File: src/rtl/store_buffer_pkg.sv
// Shared types and helpers for the store buffer: entry layout, default
// depth and the byte-lane mask expansion used by the forwarding merge.
package store_buffer_pkg;

  // Default number of buffered stores and the matching pointer width
  localparam int SB_DEPTH = 4;
  localparam int SB_PTR_W = $clog2(SB_DEPTH);

  // One buffered store: word address, lane-aligned data and lane enables
  typedef struct packed {
    logic [29:0] waddr;
    logic [31:0] data;
    logic [3:0]  be;
  } sb_entry_t;

  // Expand 4 byte enables into a 32-bit mask, one byte of ones per lane
  function automatic logic [31:0] sbByteMask(input logic [3:0] be);
    return {{8{be[3]}}, {8{be[2]}}, {8{be[1]}}, {8{be[0]}}};
  endfunction

endpackage

File: src/rtl/sb_fwd_merge.sv
// Combinational store-to-load forwarding. Walks the entry ring from the
// oldest slot to the youngest so that younger matching stores overwrite
// older ones lane by lane; lanes no store covers keep the memory data.
module sb_fwd_merge
  import store_buffer_pkg::*;
#(
  parameter int DEPTH = SB_DEPTH,
  parameter int PTR_W = $clog2(DEPTH)
) (
  input  sb_entry_t        entries_i [DEPTH],
  input  logic [DEPTH-1:0] valid_i,
  input  logic [PTR_W-1:0] tailPtr_i,
  input  logic [29:0]      ldWaddr_i,
  input  logic [31:0]      memData_i,
  output logic [31:0]      mergedData_o
);

  logic [PTR_W-1:0] scanIdx;
  logic [31:0]      laneMask;

  // Starting at the tail visits slots oldest-first (empty slots are invalid
  // and contribute nothing), so the last writer of a lane is the youngest
  always_comb begin
    mergedData_o = memData_i;
    scanIdx      = '0;
    laneMask     = '0;
    for (int k = 0; k < DEPTH; k++) begin
      scanIdx = tailPtr_i + PTR_W'(k);
      if (valid_i[scanIdx] && (entries_i[scanIdx].waddr == ldWaddr_i)) begin
        laneMask = sbByteMask(entries_i[scanIdx].be);
      end else begin
        laneMask = '0;
      end
      mergedData_o = (mergedData_o & ~laneMask) | (entries_i[scanIdx].data & laneMask);
    end
  end

endmodule

File: src/rtl/store_buffer.sv
// In-order write buffer between the CPU memory stage and the memory system.
// Stores are absorbed into a circular FIFO and drained oldest-first on any
// cycle without a load; loads own the memory port and see buffered store
// bytes through the forwarding merge.
module store_buffer
  import store_buffer_pkg::*;
#(
  parameter int DEPTH      = SB_DEPTH,
  parameter int ADDR_WIDTH = 32
) (
  input  logic                  clk,
  input  logic                  rst,
  input  logic                  st_valid_i,
  input  logic [ADDR_WIDTH-1:0] st_addr_i,
  input  logic [31:0]           st_data_i,
  input  logic [3:0]            st_byte_en_i,
  output logic                  st_ready_o,
  input  logic                  ld_valid_i,
  input  logic [ADDR_WIDTH-1:0] ld_addr_i,
  input  logic [31:0]           mem_rd_data_i,
  output logic [31:0]           ld_rd_data_o,
  input  logic                  fence_i,
  output logic                  fence_busy_o,
  output logic                  empty_o,
  output logic                  mem_wr_en_o,
  output logic [ADDR_WIDTH-1:0] mem_addr_o,
  output logic [31:0]           mem_wr_data_o,
  output logic [3:0]            mem_byte_en_o
);

  localparam int             PTR_W      = $clog2(DEPTH);
  localparam logic [PTR_W:0] FULL_COUNT = (PTR_W + 1)'(DEPTH);
  localparam logic [PTR_W:0] COUNT_ONE  = (PTR_W + 1)'(1);
  localparam logic [PTR_W-1:0] PTR_ONE  = PTR_W'(1);

  sb_entry_t        entry_q [DEPTH];
  logic [DEPTH-1:0] valid_q, valid_d;
  logic [PTR_W-1:0] headPtr_q, headPtr_d;
  logic [PTR_W-1:0] tailPtr_q, tailPtr_d;
  logic [PTR_W:0]   count_q, count_d;

  logic      pushEn;
  logic      popEn;
  sb_entry_t headEntry;
  sb_entry_t newEntry;
  logic [31:0] fwdData;
  logic [1:0]  unusedStByteOffset;

  // Stores are word-granular; the byte offset is carried by the enables
  assign unusedStByteOffset = st_addr_i[1:0];

  // Ready depends on the registered count only, so a pop in the same cycle
  // never lets a store into a full buffer
  assign st_ready_o   = (count_q < FULL_COUNT);
  assign empty_o      = (count_q == '0);
  assign fence_busy_o = fence_i & ~empty_o;

  assign pushEn = st_valid_i & st_ready_o;
  assign popEn  = ~ld_valid_i & ~empty_o;

  assign headEntry      = entry_q[headPtr_q];
  assign newEntry.waddr = st_addr_i[ADDR_WIDTH-1:2];
  assign newEntry.data  = st_data_i;
  assign newEntry.be    = st_byte_en_i;

  // The memory port carries the load on load cycles, otherwise the head store
  assign mem_wr_en_o   = popEn;
  assign mem_addr_o    = ld_valid_i ? ld_addr_i : {headEntry.waddr, 2'b00};
  assign mem_wr_data_o = headEntry.data;
  assign mem_byte_en_o = ld_valid_i ? 4'b1111 : headEntry.be;

  // Forwarding only matters during a load; otherwise pass memory data through
  assign ld_rd_data_o = ld_valid_i ? fwdData : mem_rd_data_i;

  sb_fwd_merge #(
    .DEPTH (DEPTH),
    .PTR_W (PTR_W)
  ) u_fwd_merge (
    .entries_i    (entry_q),
    .valid_i      (valid_q),
    .tailPtr_i    (tailPtr_q),
    .ldWaddr_i    (ld_addr_i[ADDR_WIDTH-1:2]),
    .memData_i    (mem_rd_data_i),
    .mergedData_o (fwdData)
  );

  // Next-state for pointers, count and valid bits; push and pop never target
  // the same slot because a push needs a non-full buffer and a pop a non-empty one
  always_comb begin
    headPtr_d = headPtr_q;
    tailPtr_d = tailPtr_q;
    count_d   = count_q;
    valid_d   = valid_q;
    if (popEn) begin
      headPtr_d          = headPtr_q + PTR_ONE;
      valid_d[headPtr_q] = 1'b0;
    end
    if (pushEn) begin
      tailPtr_d          = tailPtr_q + PTR_ONE;
      valid_d[tailPtr_q] = 1'b1;
    end
    case ({pushEn, popEn})
      2'b10:   count_d = count_q + COUNT_ONE;
      2'b01:   count_d = count_q - COUNT_ONE;
      default: count_d = count_q;
    endcase
  end

  // Control state; reset discards every buffered store, even mid-drain
  always_ff @(posedge clk or posedge rst) begin
    if (rst) begin
      headPtr_q <= '0;
      tailPtr_q <= '0;
      count_q   <= '0;
      valid_q   <= '0;
    end else begin
      headPtr_q <= headPtr_d;
      tailPtr_q <= tailPtr_d;
      count_q   <= count_d;
      valid_q   <= valid_d;
    end
  end

  // Entry payload is qualified by the valid bits, so it needs no reset
  always_ff @(posedge clk) begin
    if (pushEn) begin
      entry_q[tailPtr_q] <= newEntry;
    end
  end

endmodule

File: config.mk
export PLATFORM = sky130hd
export DESIGN_NAME = store_buffer
export DESIGN_NICKNAME = d
export VERILOG_FILES = /design/src/rtl/store_buffer_pkg.sv /design/src/rtl/sb_fwd_merge.sv /design/src/rtl/store_buffer.sv
export SDC_FILE = /design/constraint.sdc
export NUM_CORES = 1
export LEC_CHECK = 0
export BUFFER_PORTS_ARGS = -buffer_cell sky130_fd_sc_hd__buf_4
export CORE_ASPECT_RATIO = 1.75
export CORE_MARGIN = 2
export CORE_UTILIZATION = 35
export DETAILED_ROUTE_END_ITERATION = 16
export PLACE_DENSITY_LB_ADDON = 0.25
export SLEW_MARGIN = 20
export SYNTH_ARGS = -nofsm -noshare
export SYNTH_HDL_FRONTEND = slang
export SYNTH_SLANG_ARGS = --single-unit
File: constraint.sdc
create_clock -name clk -period 6.19 [get_ports clk]
set_input_delay 0.619 -clock clk [delete_from_list [all_inputs] [get_ports clk]]
set_output_delay 0.619 -clock clk [all_outputs]
set_load 0.01 [all_outputs]
Word level (Yosys, flattened, before mapping). Index checks and enable logic that the tools add are counted.

Bits in registers: 275. Logic and storage cells: 120.

Add/sub/neg operators: 6. Order comparisons: 14. Equality and inequality tests: 6. Muxes and demuxes: 40. Bitwise logic cells: 29. Reductions and logical operators: 9.

Operators with widths (count): two-way mux 66 bit (11); binary-select mux 66 bit (select 2 bit) (5); bitwise mux 264 bit (1); AND 32 bit (8); two-way mux 32 bit (6); demux 66 bit (select 2 bit) (1); NOT 32 bit (4); bitwise OR 32 bit (4); equality test 30 bit (4); >= comparator 3 bit, second input constant (5); less-than comparator 2 x 3 -> 1 bit, second input constant (5); NOT 2 -> 3 bit (5); two-way mux 4 bit (3); binary-select mux 1 bit (select 2 bit) (4); logical AND 1 bit (7); two-way mux 1 bit (6); case mux 3 bit (2 select lines) (1); adder 2 x 1 -> 2 bit, second input constant (2); adder 2 bit, second input constant (2); AND 4 bit (1); demux 1 bit (select 2 bit) (2); >= comparator 2 x 1 -> 1 bit, second input constant (2); NOT 4 bit (1); bitwise OR 4 bit (1); other kinds (10) (13).

Logic depth before layout (Yosys ltp). Gate-level depths: netlist of the first run.

Depth in word-level cells: 17. Gate-level depth with buffers: 21.

Hierarchy. From an unflattened synthesis of the first run, not the netlist that was laid out.

Cells, all modules: 1774. Area, all modules: 20266.9 sq um.

By module, submodules not included: store_buffer (times used 1, cells an instance 584, area each 11083.1 sq um, sequential area each 8202.9 sq um); sb_fwd_merge (times used 1, cells an instance 1190, area each 9183.8 sq um, sequential area each 0.0 sq um).

Least setup slack after synthesis of the first run. Ideal clock, no wire load.

Path kind: reg-to-output. Start point: register tailPtr_q[1]. End point: output port ld_rd_data_o[10]. Arrival: 4.516 ns. Data required time: 5.571 ns. Slack: 1.055 ns. Cell stages (with the launch flop): 17. Cell sequence: dfrtp_1 -> buf_2 -> buf_2 -> buf_4 -> buf_4 -> buf_4 -> inv_1 -> ha_1 -> buf_2 -> buf_2 -> buf_2 -> buf_4 -> buf_2 -> clkbuf_1 -> mux4_2 -> mux2_1 -> o221a_1.

Word-level cells in the longest chain between the ends: 17.

RTL lines: from (decl) (RTL line store_buffer.sv:39) `logic [PTR_W-1:0] tailPtr_q, tailPtr_d;`; from (signal assigned) (RTL line store_buffer.sv:118) `tailPtr_q <= tailPtr_d;`; parallel branches: the longest is 15 deep, another holds adder 2 x 1 -> 2 bit; bitwise OR 32 bit (*) (RTL line sb_fwd_merge.sv:34) `mergedData_o = (mergedData_o & ~laneMask) | (entries_i[scanIdx].data & laneMask);`; two-way mux 32 bit (*) (RTL line store_buffer.sv:73) `assign ld_rd_data_o = ld_valid_i ? fwdData : mem_rd_data_i;`; to (decl) (RTL line store_buffer.sv:21) `output logic [31:0] ld_rd_data_o,`.

Mark *: on every way between the ends. The select of a mux whose other input is x is not followed.

Worst setup path after layout of the first run.
Start point: register tailPtr_q[0]. End point: output port ld_rd_data_o[18].

The elaborated chain is that of the path after synthesis.

==> run_summary.xml, run 1 <==
<?xml version="1.0" encoding="UTF-8"?>
<metrics>
  <group name="sta">
    <metric name="timing_hold_violations_final" unit="">0</metric>
    <metric name="report.final.slew_viol_count" unit="">0</metric>
    <metric name="clock_skew" unit="ps">10.6</metric>
    <metric name="final_min_period_over_clock_period" unit="">0.960</metric>
    <metric name="fin_setup_tns" unit="ps">0</metric>
    <metric name="worst-slew-pin-transition" unit="ps">1010</metric>
    <metric name="finalCriticalPeriod" unit="ps">5940</metric>
    <metric name="setup_violations" unit="">0</metric>
    <metric name="fmaxAchievable" unit="MHz">168</metric>
    <metric name="max_slew_margin" unit="">0.319</metric>
    <metric name="rsz0062_at_grt" unit="">false</metric>
  </group>
  <group name="final_layout">
    <metric name="finalNonFillerCells" unit="">2462</metric>
    <metric name="area_taken_by_flip_flops_and_latches" unit="µm²">8220</metric>
    <metric name="layout-area-overhead-vs-synth" unit="%">17.5</metric>
    <metric name="final_std_cell_area_no_fill" unit="µm²">24800</metric>
    <metric name="layout.filler_cells" unit="">5581</metric>
    <metric name="finish.net_count" unit="">1803</metric>
    <metric name="total_area_of_multi_input_combinational_cells" unit="µm²">12200</metric>
    <metric name="final_layout_size_suffix_gt1_frac" unit="">0.396</metric>
  </group>
  <group name="route">
    <metric name="route.vias.total" unit="">15300</metric>
    <metric name="routedWlPerCell" unit="µm">31.0</metric>
    <metric name="antenna_left" unit="">0</metric>
    <metric name="drt_first_iter_violations" unit="">988</metric>
    <metric name="firstDrtPassIters" unit="">5</metric>
    <metric name="post_drt_via_cell_ratio" unit="">6.21</metric>
    <metric name="drt-total-wl" unit="µm">76400</metric>
    <metric name="drc" unit="">0</metric>
  </group>
  <group name="job">
    <metric name="max_cap_violations" unit="">0</metric>
  </group>
  <group name="pwr">
    <metric name="p_per_area" unit="nW/µm²">473</metric>
    <metric name="total_power" unit="mW">11.8</metric>
    <metric name="vdd_drop_max" unit="mV">0.370</metric>
    <metric name="static-leakage-power" unit="nW">8.50</metric>
  </group>
  <group name="synthesis">
    <metric name="gate_count_after_technology_mapping" unit="">1454</metric>
    <metric name="async_reset_ff_frac" unit="">0.0400</metric>
    <metric name="synth-seq-area-share" unit="">0.388</metric>
    <metric name="netlist_top_cells_area" unit="">edfxtp_1 38%, mux4_2 27%, mux2i_1 7.3%, mux2_1 3.6%, xnor2_1 2.2%</metric>
    <metric name="yosys_warnings" unit="">0</metric>
    <metric name="postSynth.topFlopCell" unit="">edfxtp_1</metric>
    <metric name="netlist.area_leader.share" unit="">0.375</metric>
    <metric name="post-synth-top-area-cell" unit="">edfxtp_1</metric>
    <metric name="syn_area" unit="µm²">21100</metric>
    <metric name="post_synth_num_cell_types" unit="">74</metric>
    <metric name="postSynthRegisterBits" unit="">275</metric>
    <metric name="synth.avg_cell_area" unit="µm²">14.5</metric>
    <metric name="synth_fp_nets" unit="">1601</metric>
    <metric name="synth-edff-count" unit="">264</metric>
  </group>
  <group name="setup_path">
    <metric name="worst_ep_required_time" unit="ps">5570</metric>
    <metric name="critical_path_class" unit="">flip-flop to primary output</metric>
    <metric name="worstSetupStartpointType" unit="">flip-flop</metric>
    <metric name="crit_path_max_fanout" unit="">21</metric>
    <metric name="endpoint_kind" unit="">primary output</metric>
    <metric name="r2r_setup_slack" unit="ps">2990</metric>
    <metric name="critical_path_data_arrival_time" unit="ps">5320</metric>
  </group>
  <group name="place">
    <metric name="dpl.hpwl" unit="µm">55500</metric>
    <metric name="placed_cells" unit="">2410</metric>
    <metric name="port_buffers" unit="">238</metric>
    <metric name="gp_routability_congestion" unit="">0.992</metric>
    <metric name="placement.cell_area" unit="µm²">23900</metric>
  </group>
  <group name="clock_network">
    <metric name="tritoncts" unit="">built</metric>
    <metric name="clockRootBuffer" unit="">clkbuf_16</metric>
    <metric name="cts_buffers" unit="">29</metric>
    <metric name="ctsLongestPathBuffers" unit="">3</metric>
    <metric name="clkSlewWorstSetupHoldPaths" unit="ps">60</metric>
    <metric name="cts_htree_levels" unit="">1</metric>
    <metric name="latest_clock_arrival_within_the_worst_skew_pair" unit="ps">590</metric>
    <metric name="number_of_clock_sinks" unit="">275</metric>
  </group>
  <group name="worst_hold_path">
    <metric name="min_delay_path_class" unit="">primary input to async pin</metric>
  </group>
  <group name="floorplanning">
    <metric name="die_area" unit="µm²">62400</metric>
    <metric name="floorplan.rows" unit="">119</metric>
    <metric name="core" unit="µm²">60000</metric>
    <metric name="initial_core_util" unit="">0.352</metric>
    <metric name="die_w" unit="µm">190</metric>
    <metric name="die_h" unit="µm">329</metric>
    <metric name="design.portCount" unit="">241</metric>
  </group>
  <group name="outcome">
    <metric name="outcome" unit="">finished, final reports clean</metric>
  </group>
  <group name="global_route">
    <metric name="grt_use_total" unit="">0.242</metric>
    <metric name="grt_pass1_wl" unit="µm">110000</metric>
    <metric name="grt_antenna_before_repair" unit="">2</metric>
    <metric name="grt_max_degree" unit="">119</metric>
    <metric name="grt_pass1_vias" unit="">15800</metric>
    <metric name="global_route.overflow_total" unit="">0</metric>
  </group>
</metrics>
[sequential cells by signal, summed over array words and instances (netlist names)]
register   cells
entry_q      264
valid_q        4
count_q        3
headPtr_q      2
tailPtr_q      2
[repair_timing]
item	in CTS	in global routing
buffers inserted	0	1
gates resized for setup	2	2
hold buffers	0	0
endpoints found under the hold margin	0	0
setup endpoints to repair	14	28
[per-layer routing]
| metal | track usage | vias up | share of wire |
|---|---|---|---|
| li1 | - | 6557 | - |
| met1 | 0.255 | 7990 | 0.34 |
| met2 | 0.449 | 574 | 0.53 |
| met3 | 0.0274 | 179 | 0.047 |
| met4 | 0.169 | 0 | 0.078 |
| met5 | 0 | - | 0 |
[synthesized netlist by cell type (7+ instances only)]
master and instances:
o211ai_1 9, o2bb2ai_1 8, a221oi_1 9, ha_1 9
o21ai_0 31, nor2_1 33, a21oi_1 25, and2_1 11
mux2_1 68, inv_1 24, nor2b_1 7, nor3_1 19
a2111oi_0 9, xnor2_1 53, and4_1 8, buf_2 24
buf_4 24, mux4_2 255, o22a_1 30, o22ai_1 25
a21o_1 8, xor2_1 18, buf_1 14, clkbuf_1 62
a31oi_1 7, a211oi_1 8, mux2_2 33, a22oi_1 12
nor4_1 7, o221a_1 22, nand2_1 37, dfrtp_1 11
edfxtp_1 264, buf_6 8, mux2i_1 153, nand3_1 23
[power breakdown]
group / switching, mW / total [mW] / internal (mW)
Sequential: 0.430 / 2.79 / 2.36
Clock: 0.743 / 1.72 / 0.979
Combinational: 3.72 / 7.24 / 3.52
Total: 4.89 / 11.8 / 6.86
[cell usage in the layout (no fill, tap or decap), drive strengths merged, types with 18 or more instances in the layout]
master / count
buf: 303
edfxtp: 264
mux4: 255
mux2i: 153
mux2: 101
xnor2: 53
nand2: 37
o21ai: 35
nor2: 33
clkbuf: 33
o22a: 30
o221a: 28
inv: 27
a21oi: 25
o22ai: 25
nand3: 23
nor3: 20
xor2: 18
[path summary, 6_finish.rpt]
path / start / end / cells after the start
worst max-delay path: tailPtr_q[0] / ld_rd_data_o[18] / 17
worst min-delay path: rst / count_q[0] / 2
worst max register to register: tailPtr_q[0] / entry_q[181] / 5
worst min register to register: count_q[0] / count_q[0] / 1
max in group asynchronous: rst / tailPtr_q[0] / 2
min in group clk: st_addr_i[22] / entry_q[122] / 1
[stage by stage]
stage | hold slack [ps] | setup WS, ps | util
after global placement | 490 | 576 | 0.398
after global routing | 83.9 | 17.0 | 0.414
after CTS | 55.7 | 13.2 | 0.413
after detailed placement | 508 | 510 | 0.398
final | 67.3 | 248 | 0.414
after floorplan | 469 | 1060 | -
[kinds of logic (layout without fill, tap and decap cells)]
logic type / after synthesis / after routing / share of synthesized area
AO/OA/AOI/OAI: 258 / 258 / 0.0956
buffers and inverters: 158 / 379 / 0.0366
flip-flops: 275 / 275 / 0.388
XOR/XNOR: 71 / 71 / 0.0294
AND/OR/NAND/NOR: 173 / 173 / 0.0453
multiplexers: 509 / 509 / 0.398
adder cells (fa/ha/maj): 10 / 10 / 0.00628
other: 0 / 1 / 0
[area by class of cell]
cell class,count,area share
clock buffer,33,0.0298
multi-input combinational,1021,0.490
inverter,26,0.00393
antenna,1,0.000101
tap,786,0.0396
clock inverter,17,0.00691
sequential,275,0.331
timing repair buffer,303,0.0983
[worst max-delay path, stage by stage (launching register included)]
cell	delay, ps
dfrtp_4	570
inv_2	90
ha_4	350
buf_12	210
buf_4	200
mux2_1	400
a222oi_1	470
a31oi_1	170
or4_1	560
nor4_1	220
buf_4	210
and4_1	300
buf_12	160
nand3_1	90
buf_4	210
o22a_1	180
o221a_1	170
buf_4	170
No activity file was read; power rests on OpenSTA's default activity.
==> run 2: changes to the inputs <==
Settings changed: SETUP_SLACK_MARGIN from default to 0.5.
==> run_summary.xml, run 2 (same netlist as run 1, synthesis figures left out) <==
<?xml version="1.0" encoding="UTF-8"?>
<metrics>
  <group name="route">
    <metric name="antenna_left" unit="">0</metric>
    <metric name="drt-total-wl" unit="µm">78000</metric>
    <metric name="post_drt_via_cell_ratio" unit="">6.28</metric>
    <metric name="drc" unit="">0</metric>
    <metric name="routedWlPerCell" unit="µm">31.5</metric>
    <metric name="firstDrtPassIters" unit="">6</metric>
    <metric name="drt_first_iter_violations" unit="">1118</metric>
    <metric name="route.vias.total" unit="">15500</metric>
  </group>
  <group name="sta">
    <metric name="finalCriticalPeriod" unit="ps">5620</metric>
    <metric name="clock_skew" unit="ps">10.3</metric>
    <metric name="rsz0062_at_grt" unit="">true</metric>
    <metric name="fin_setup_tns" unit="ps">0</metric>
    <metric name="final_min_period_over_clock_period" unit="">0.908</metric>
    <metric name="fmaxAchievable" unit="MHz">178</metric>
    <metric name="setup_violations" unit="">0</metric>
    <metric name="worst-slew-pin-transition" unit="ps">979</metric>
    <metric name="timing_hold_violations_final" unit="">0</metric>
    <metric name="report.final.slew_viol_count" unit="">0</metric>
    <metric name="max_slew_margin" unit="">0.347</metric>
  </group>
  <group name="final_layout">
    <metric name="top_register" unit="">entry_q</metric>
    <metric name="layout-area-overhead-vs-synth" unit="%">18.8</metric>
    <metric name="final_layout_size_suffix_gt1_frac" unit="">0.409</metric>
    <metric name="finalNonFillerCells" unit="">2473</metric>
    <metric name="layout_commonest_cell" unit="">buf_4</metric>
    <metric name="total_area_of_multi_input_combinational_cells" unit="µm²">12200</metric>
    <metric name="area_taken_by_flip_flops_and_latches" unit="µm²">8220</metric>
    <metric name="layout.filler_cells" unit="">5571</metric>
    <metric name="finish.net_count" unit="">1814</metric>
    <metric name="layout_common_cells" unit="">288 x buf_4, 264 x edfxtp_1, 255 x mux4_2</metric>
    <metric name="largest_register_ffs" unit="">264</metric>
    <metric name="final_std_cell_area_no_fill" unit="µm²">25100</metric>
    <metric name="top_regs" unit="">entry_q (264), valid_q (4), count_q (3)</metric>
  </group>
  <group name="pwr">
    <metric name="p_per_area" unit="nW/µm²">481</metric>
    <metric name="netSwitchingFraction" unit="">0.417</metric>
    <metric name="p_sw" unit="mW">5.03</metric>
    <metric name="internal_pwr_total" unit="mW">7.04</metric>
    <metric name="vdd_drop_max" unit="mV">0.378</metric>
    <metric name="comb_power_share" unit="">0.627</metric>
    <metric name="static-leakage-power" unit="nW">8.65</metric>
    <metric name="p_clk_frac" unit="">0.143</metric>
    <metric name="flop_pwr_share" unit="">0.230</metric>
  </group>
  <group name="floorplanning">
    <metric name="initial_core_util" unit="">0.352</metric>
    <metric name="core" unit="µm²">60000</metric>
    <metric name="die_h" unit="µm">329</metric>
    <metric name="design.portCount" unit="">241</metric>
    <metric name="floorplan.rows" unit="">119</metric>
    <metric name="die_w" unit="µm">190</metric>
    <metric name="die_area" unit="µm²">62400</metric>
  </group>
  <group name="setup_path">
    <metric name="worstSetupStartpointType" unit="">flip-flop</metric>
    <metric name="endpoint_kind" unit="">primary output</metric>
    <metric name="critical_path_class" unit="">flip-flop to primary output</metric>
    <metric name="worst_ep_required_time" unit="ps">5570</metric>
    <metric name="crit_path_max_fanout" unit="">11</metric>
    <metric name="critical_path_data_arrival_time" unit="ps">5000</metric>
  </group>
  <group name="clock_network">
    <metric name="cts_buffers" unit="">29</metric>
    <metric name="latest_clock_arrival_within_the_worst_skew_pair" unit="ps">580</metric>
    <metric name="number_of_clock_sinks" unit="">275</metric>
    <metric name="clkSlewWorstSetupHoldPaths" unit="ps">60</metric>
    <metric name="tritoncts" unit="">built</metric>
    <metric name="ctsLongestPathBuffers" unit="">3</metric>
    <metric name="cts_htree_levels" unit="">1</metric>
    <metric name="clockRootBuffer" unit="">clkbuf_16</metric>
  </group>
  <group name="place">
    <metric name="port_buffers" unit="">238</metric>
    <metric name="placement.cell_area" unit="µm²">23900</metric>
    <metric name="placed_cells" unit="">2410</metric>
    <metric name="gp_routability_congestion" unit="">0.992</metric>
    <metric name="dpl.hpwl" unit="µm">55500</metric>
  </group>
  <group name="global_route">
    <metric name="grt_pass1_vias" unit="">15900</metric>
    <metric name="grt_antenna_before_repair" unit="">2</metric>
    <metric name="global_route.overflow_total" unit="">0</metric>
    <metric name="grt_pass1_wl" unit="µm">111000</metric>
    <metric name="grt_max_degree" unit="">103</metric>
    <metric name="grt_use_total" unit="">0.246</metric>
    <metric name="global_route.usage.met2" unit="">0.456</metric>
    <metric name="grt-busiest-layer" unit="">met2</metric>
    <metric name="gr-usage-met1" unit="">0.258</metric>
    <metric name="gr-usage-met3" unit="">0.0283</metric>
  </group>
  <group name="job">
    <metric name="max_cap_violations" unit="">0</metric>
  </group>
  <group name="worst_hold_path">
    <metric name="min_delay_path_class" unit="">primary input to async pin</metric>
  </group>
  <group name="outcome">
    <metric name="outcome" unit="">finished, final reports clean</metric>
  </group>
</metrics>
-- run 2: changes by cell type in the layout (fill, tap and decap cells not counted), sizes merged --
| cell | before | now |
|---|---|---|
| inv | 27 | 26 |
| bufbuf | 0 | 2 |
| clkinvlp | 2 | 3 |
| clkbuf | 33 | 34 |
| buf | 303 | 311 |
-- run 2: worst max-delay path: stages (launching register included) --
cell,delay [ps]
dfrtp_4,430
clkinvlp_4,110
ha_4,360
buf_6,140
bufbuf_16,290
mux2_4,320
a222oi_1,440
a31oi_1,200
or4_4,570
nor4_2,150
buf_4,200
and4_4,270
buf_12,140
nand3_1,100
buf_6,190
o22a_1,170
o221a_1,170
buf_4,170
-- run 2: layout make-up --
type / count / share of cell area
Inverter: 26 / 0.00404
Clock buffer: 33 / 0.0295
Timing Repair Buffer: 314 / 0.105
Tap cell: 786 / 0.0392
Antenna cell: 1 / 0.0000997
Clock inverter: 17 / 0.00683
Sequential cell: 275 / 0.327
Multi-Input combinational cell: 1021 / 0.488
-- run 2: timing repair --
item                                    CTS  global route
pin swaps                                 4             7
setup buffers                             8             1
cloned                                    2             1
resized for setup                        16            21
hold buffers                              0             0
endpoints found under the setup margin   32            28
-- run 2: worst paths after layout --
check                              start               end  slack, ps  depth (start not counted)
max                         tailPtr_q[1]  ld_rd_data_o[18]        570                         17
min                                  rst        count_q[0]         70                          2
max reg2reg                 tailPtr_q[0]      entry_q[181]       2900                          6
min reg2reg                   count_q[0]        count_q[0]        510                          1
max in group asynchronous            rst      tailPtr_q[0]       5720                          2
min in group clk           st_addr_i[22]      entry_q[122]        230                          1
-- run 2: power groups by stage --
| stage | Combinational (mW) | Sequential, mW | Clock (mW) |
|---|---|---|---|
| 2_1_floorplan | 5.30 | 2.57 | 0 |
| 3_3_place_gp | 7.17 | 2.82 | 0 |
| 3_5_place_dp | 7.21 | 2.85 | 0 |
| 4_1_cts | 7.49 | 2.78 | 1.77 |
| 5_1_grt | 7.96 | 2.82 | 1.83 |
| 6_report | 7.57 | 2.77 | 1.72 |
-- run 2: layer usage --
metal / up-vias / wire length (µm)
met5: - / 13
met4: 2 / 6130
met3: 192 / 3880
met2: 632 / 41500
met1: 8122 / 26500
li1: 6592 / -
-- run 2: through the flow --
stage	power, mW	hold slack, ps	setup slack, ps	utilization
after global placement	9.98	490	576	0.398
after floorplan	7.87	469	1060	-
after CTS	12.0	55.7	569	0.416
after detailed placement	10.1	508	510	0.398
final	12.1	69.8	571	0.418
after global routing	12.6	83.9	497	0.418
==> run 3: changes to the inputs <==
Settings changed: PLACE_DENSITY_LB_ADDON 0.25 to default.
==> run_summary.xml, run 3 (same netlist as run 1, synthesis figures left out) <==
<?xml version="1.0" encoding="UTF-8"?>
<metrics>
  <group name="outcome">
    <metric name="outcome" unit="">finished, final reports clean</metric>
  </group>
  <group name="clock_network">
    <metric name="cts_buffers" unit="">27</metric>
    <metric name="ctsLongestPathBuffers" unit="">3</metric>
    <metric name="tritoncts" unit="">built</metric>
    <metric name="latest_clock_arrival_within_the_worst_skew_pair" unit="ps">580</metric>
    <metric name="cts_htree_levels" unit="">1</metric>
    <metric name="number_of_clock_sinks" unit="">275</metric>
    <metric name="clkSlewWorstSetupHoldPaths" unit="ps">70</metric>
    <metric name="ctsHoldBuffers" unit="">0</metric>
    <metric name="clockRootBuffer" unit="">clkbuf_16</metric>
  </group>
  <group name="pwr">
    <metric name="p_per_area" unit="nW/µm²">478</metric>
    <metric name="vdd_drop_max" unit="mV">0.333</metric>
    <metric name="total_power" unit="mW">12.0</metric>
    <metric name="static-leakage-power" unit="nW">8.58</metric>
  </group>
  <group name="route">
    <metric name="post_drt_via_cell_ratio" unit="">6.25</metric>
    <metric name="routedWlPerCell" unit="µm">31.7</metric>
    <metric name="route.vias.total" unit="">15400</metric>
    <metric name="drt_first_iter_violations" unit="">1361</metric>
    <metric name="firstDrtPassIters" unit="">5</metric>
    <metric name="drt-total-wl" unit="µm">78300</metric>
    <metric name="drc" unit="">0</metric>
    <metric name="antenna_left" unit="">0</metric>
  </group>
  <group name="place">
    <metric name="port_buffers" unit="">238</metric>
    <metric name="dpl.hpwl" unit="µm">55900</metric>
    <metric name="gp_routability_congestion" unit="">1.00</metric>
  </group>
  <group name="global_route">
    <metric name="grt_max_degree" unit="">117</metric>
    <metric name="global_route.overflow_total" unit="">0</metric>
    <metric name="grt_use_total" unit="">0.246</metric>
    <metric name="grt_pass1_wl" unit="µm">111000</metric>
    <metric name="grt_pass1_vias" unit="">15900</metric>
    <metric name="grt_antenna_before_repair" unit="">3</metric>
  </group>
  <group name="sta">
    <metric name="report.final.slew_viol_count" unit="">0</metric>
    <metric name="max_slew_margin" unit="">0.350</metric>
    <metric name="rsz0062_at_grt" unit="">false</metric>
    <metric name="fin_setup_tns" unit="ps">0</metric>
    <metric name="fmaxAchievable" unit="MHz">179</metric>
    <metric name="clock_skew" unit="ps">20.7</metric>
    <metric name="setup_violations" unit="">0</metric>
    <metric name="final_min_period_over_clock_period" unit="">0.904</metric>
    <metric name="finalCriticalPeriod" unit="ps">5600</metric>
    <metric name="worst-slew-pin-transition" unit="ps">965</metric>
    <metric name="timing_hold_violations_final" unit="">0</metric>
  </group>
  <group name="job">
    <metric name="max_cap_violations" unit="">0</metric>
  </group>
  <group name="setup_path">
    <metric name="critical_path_class" unit="">flip-flop to primary output</metric>
    <metric name="endpoint_kind" unit="">primary output</metric>
    <metric name="critical_path_data_arrival_time" unit="ps">4980</metric>
    <metric name="crit_path_max_fanout" unit="">29</metric>
    <metric name="worst_ep_required_time" unit="ps">5570</metric>
    <metric name="worstSetupStartpointType" unit="">flip-flop</metric>
  </group>
  <group name="floorplanning">
    <metric name="die_area" unit="µm²">62400</metric>
    <metric name="die_w" unit="µm">190</metric>
    <metric name="design.portCount" unit="">241</metric>
    <metric name="core" unit="µm²">60000</metric>
    <metric name="initial_core_util" unit="">0.352</metric>
    <metric name="floorplan.rows" unit="">119</metric>
    <metric name="die_h" unit="µm">329</metric>
  </group>
  <group name="final_layout">
    <metric name="layout.filler_cells" unit="">5531</metric>
    <metric name="layout_common_cells" unit="">287 x buf_4, 264 x edfxtp_1, 255 x mux4_2</metric>
    <metric name="layout-area-overhead-vs-synth" unit="%">18.4</metric>
    <metric name="layout_commonest_cell" unit="">buf_4</metric>
    <metric name="total_area_of_multi_input_combinational_cells" unit="µm²">12300</metric>
    <metric name="largest_register_ffs" unit="">264</metric>
    <metric name="area_taken_by_flip_flops_and_latches" unit="µm²">8220</metric>
    <metric name="final_layout_size_suffix_gt1_frac" unit="">0.407</metric>
    <metric name="top_register" unit="">entry_q</metric>
    <metric name="top_regs" unit="">entry_q (264), valid_q (4), count_q (3)</metric>
    <metric name="finish.net_count" unit="">1805</metric>
  </group>
  <group name="worst_hold_path">
    <metric name="min_delay_path_class" unit="">primary input to async pin</metric>
  </group>
</metrics>
run 3: cell count changes in the layout (fill, tap and decap cells not counted), moves of 3 or more:
cell,before,now
buf_6,6,0
mux2i_1,151,146
mux2i_2,2,7
buf_8,5,1
clkbuf_1,4,7
xnor2_1,51,48
xnor2_2,2,5
run 3: path summary, 6_finish.rpt:
kind                                     to          start  cells past startpoint  slack (ps)
min in group clk               entry_q[113]  st_addr_i[13]                      1         230
min reg2reg                      count_q[0]     count_q[0]                      1         520
max                        ld_rd_data_o[28]   tailPtr_q[0]                     15         590
min                              count_q[2]            rst                      2          50
max reg2reg                     entry_q[89]   tailPtr_q[0]                      5        3040
max in group asynchronous      headPtr_q[1]            rst                      2        5790
run 3: area by class of cell:
cell class	instances	area share
Clock buffer	34	0.0281
Antenna cell	3	0.000300
Inverter	26	0.00405
Sequential cell	275	0.329
Clock inverter	15	0.00415
Multi-Input combinational cell	1021	0.491
Tap cell	786	0.0393
Timing Repair Buffer	307	0.104
run 3: power by group:
group          switching (mW)  total (mW)  internal [mW]  leakage (nW)
clock network           0.703        1.55          0.843         0.397
registers               0.422        2.78           2.36          2.53
logic                    3.93        7.63           3.70          5.66
total                    5.05        12.0           6.91          8.58
run 3: critical path, stage by stage (launching register included):
cell	delay, ps
dfrtp_4	530
inv_2	80
ha_4	280
buf_12	150
buf_12	240
mux2i_1	470
o221ai_1	200
o21ai_0	150
o2111ai_2	220
or4b_4	640
nor3_4	250
and2_1	180
buf_4	210
mux2_1	360
o221a_2	270
buf_4	140
run 3: stage by stage:
stage                     std cells  cell area, µm²   util  hold slack, ps  worst slack [ps]
after floorplan                1454           21100      -             469              1060
after global placement         2403           23800  0.397             490               536
after detailed placement       2403           23800  0.397             513               482
after CTS                      2461           24800  0.414            17.2               507
after global routing           2466           25000  0.417            50.1               503
final                          2467           25000  0.417            45.9               592
run 3: layer usage:
| layer | GRT usage | wire [µm] | up-vias |
|---|---|---|---|
| met5 | 0 | 0 | - |
| met4 | 0.150 | 5440 | 0 |
| met3 | 0.0250 | 3860 | 156 |
| met2 | 0.462 | 42200 | 638 |
| met1 | 0.264 | 26700 | 8052 |
| li1 | - | - | 6578 |
run 3: timing repair:
item,CTS,global route
setup endpoints to repair,32,30
resized for setup,10,22
gates cloned,2,2
pin swaps,2,2
setup buffers,7,1
hold endpoints to repair,0,0
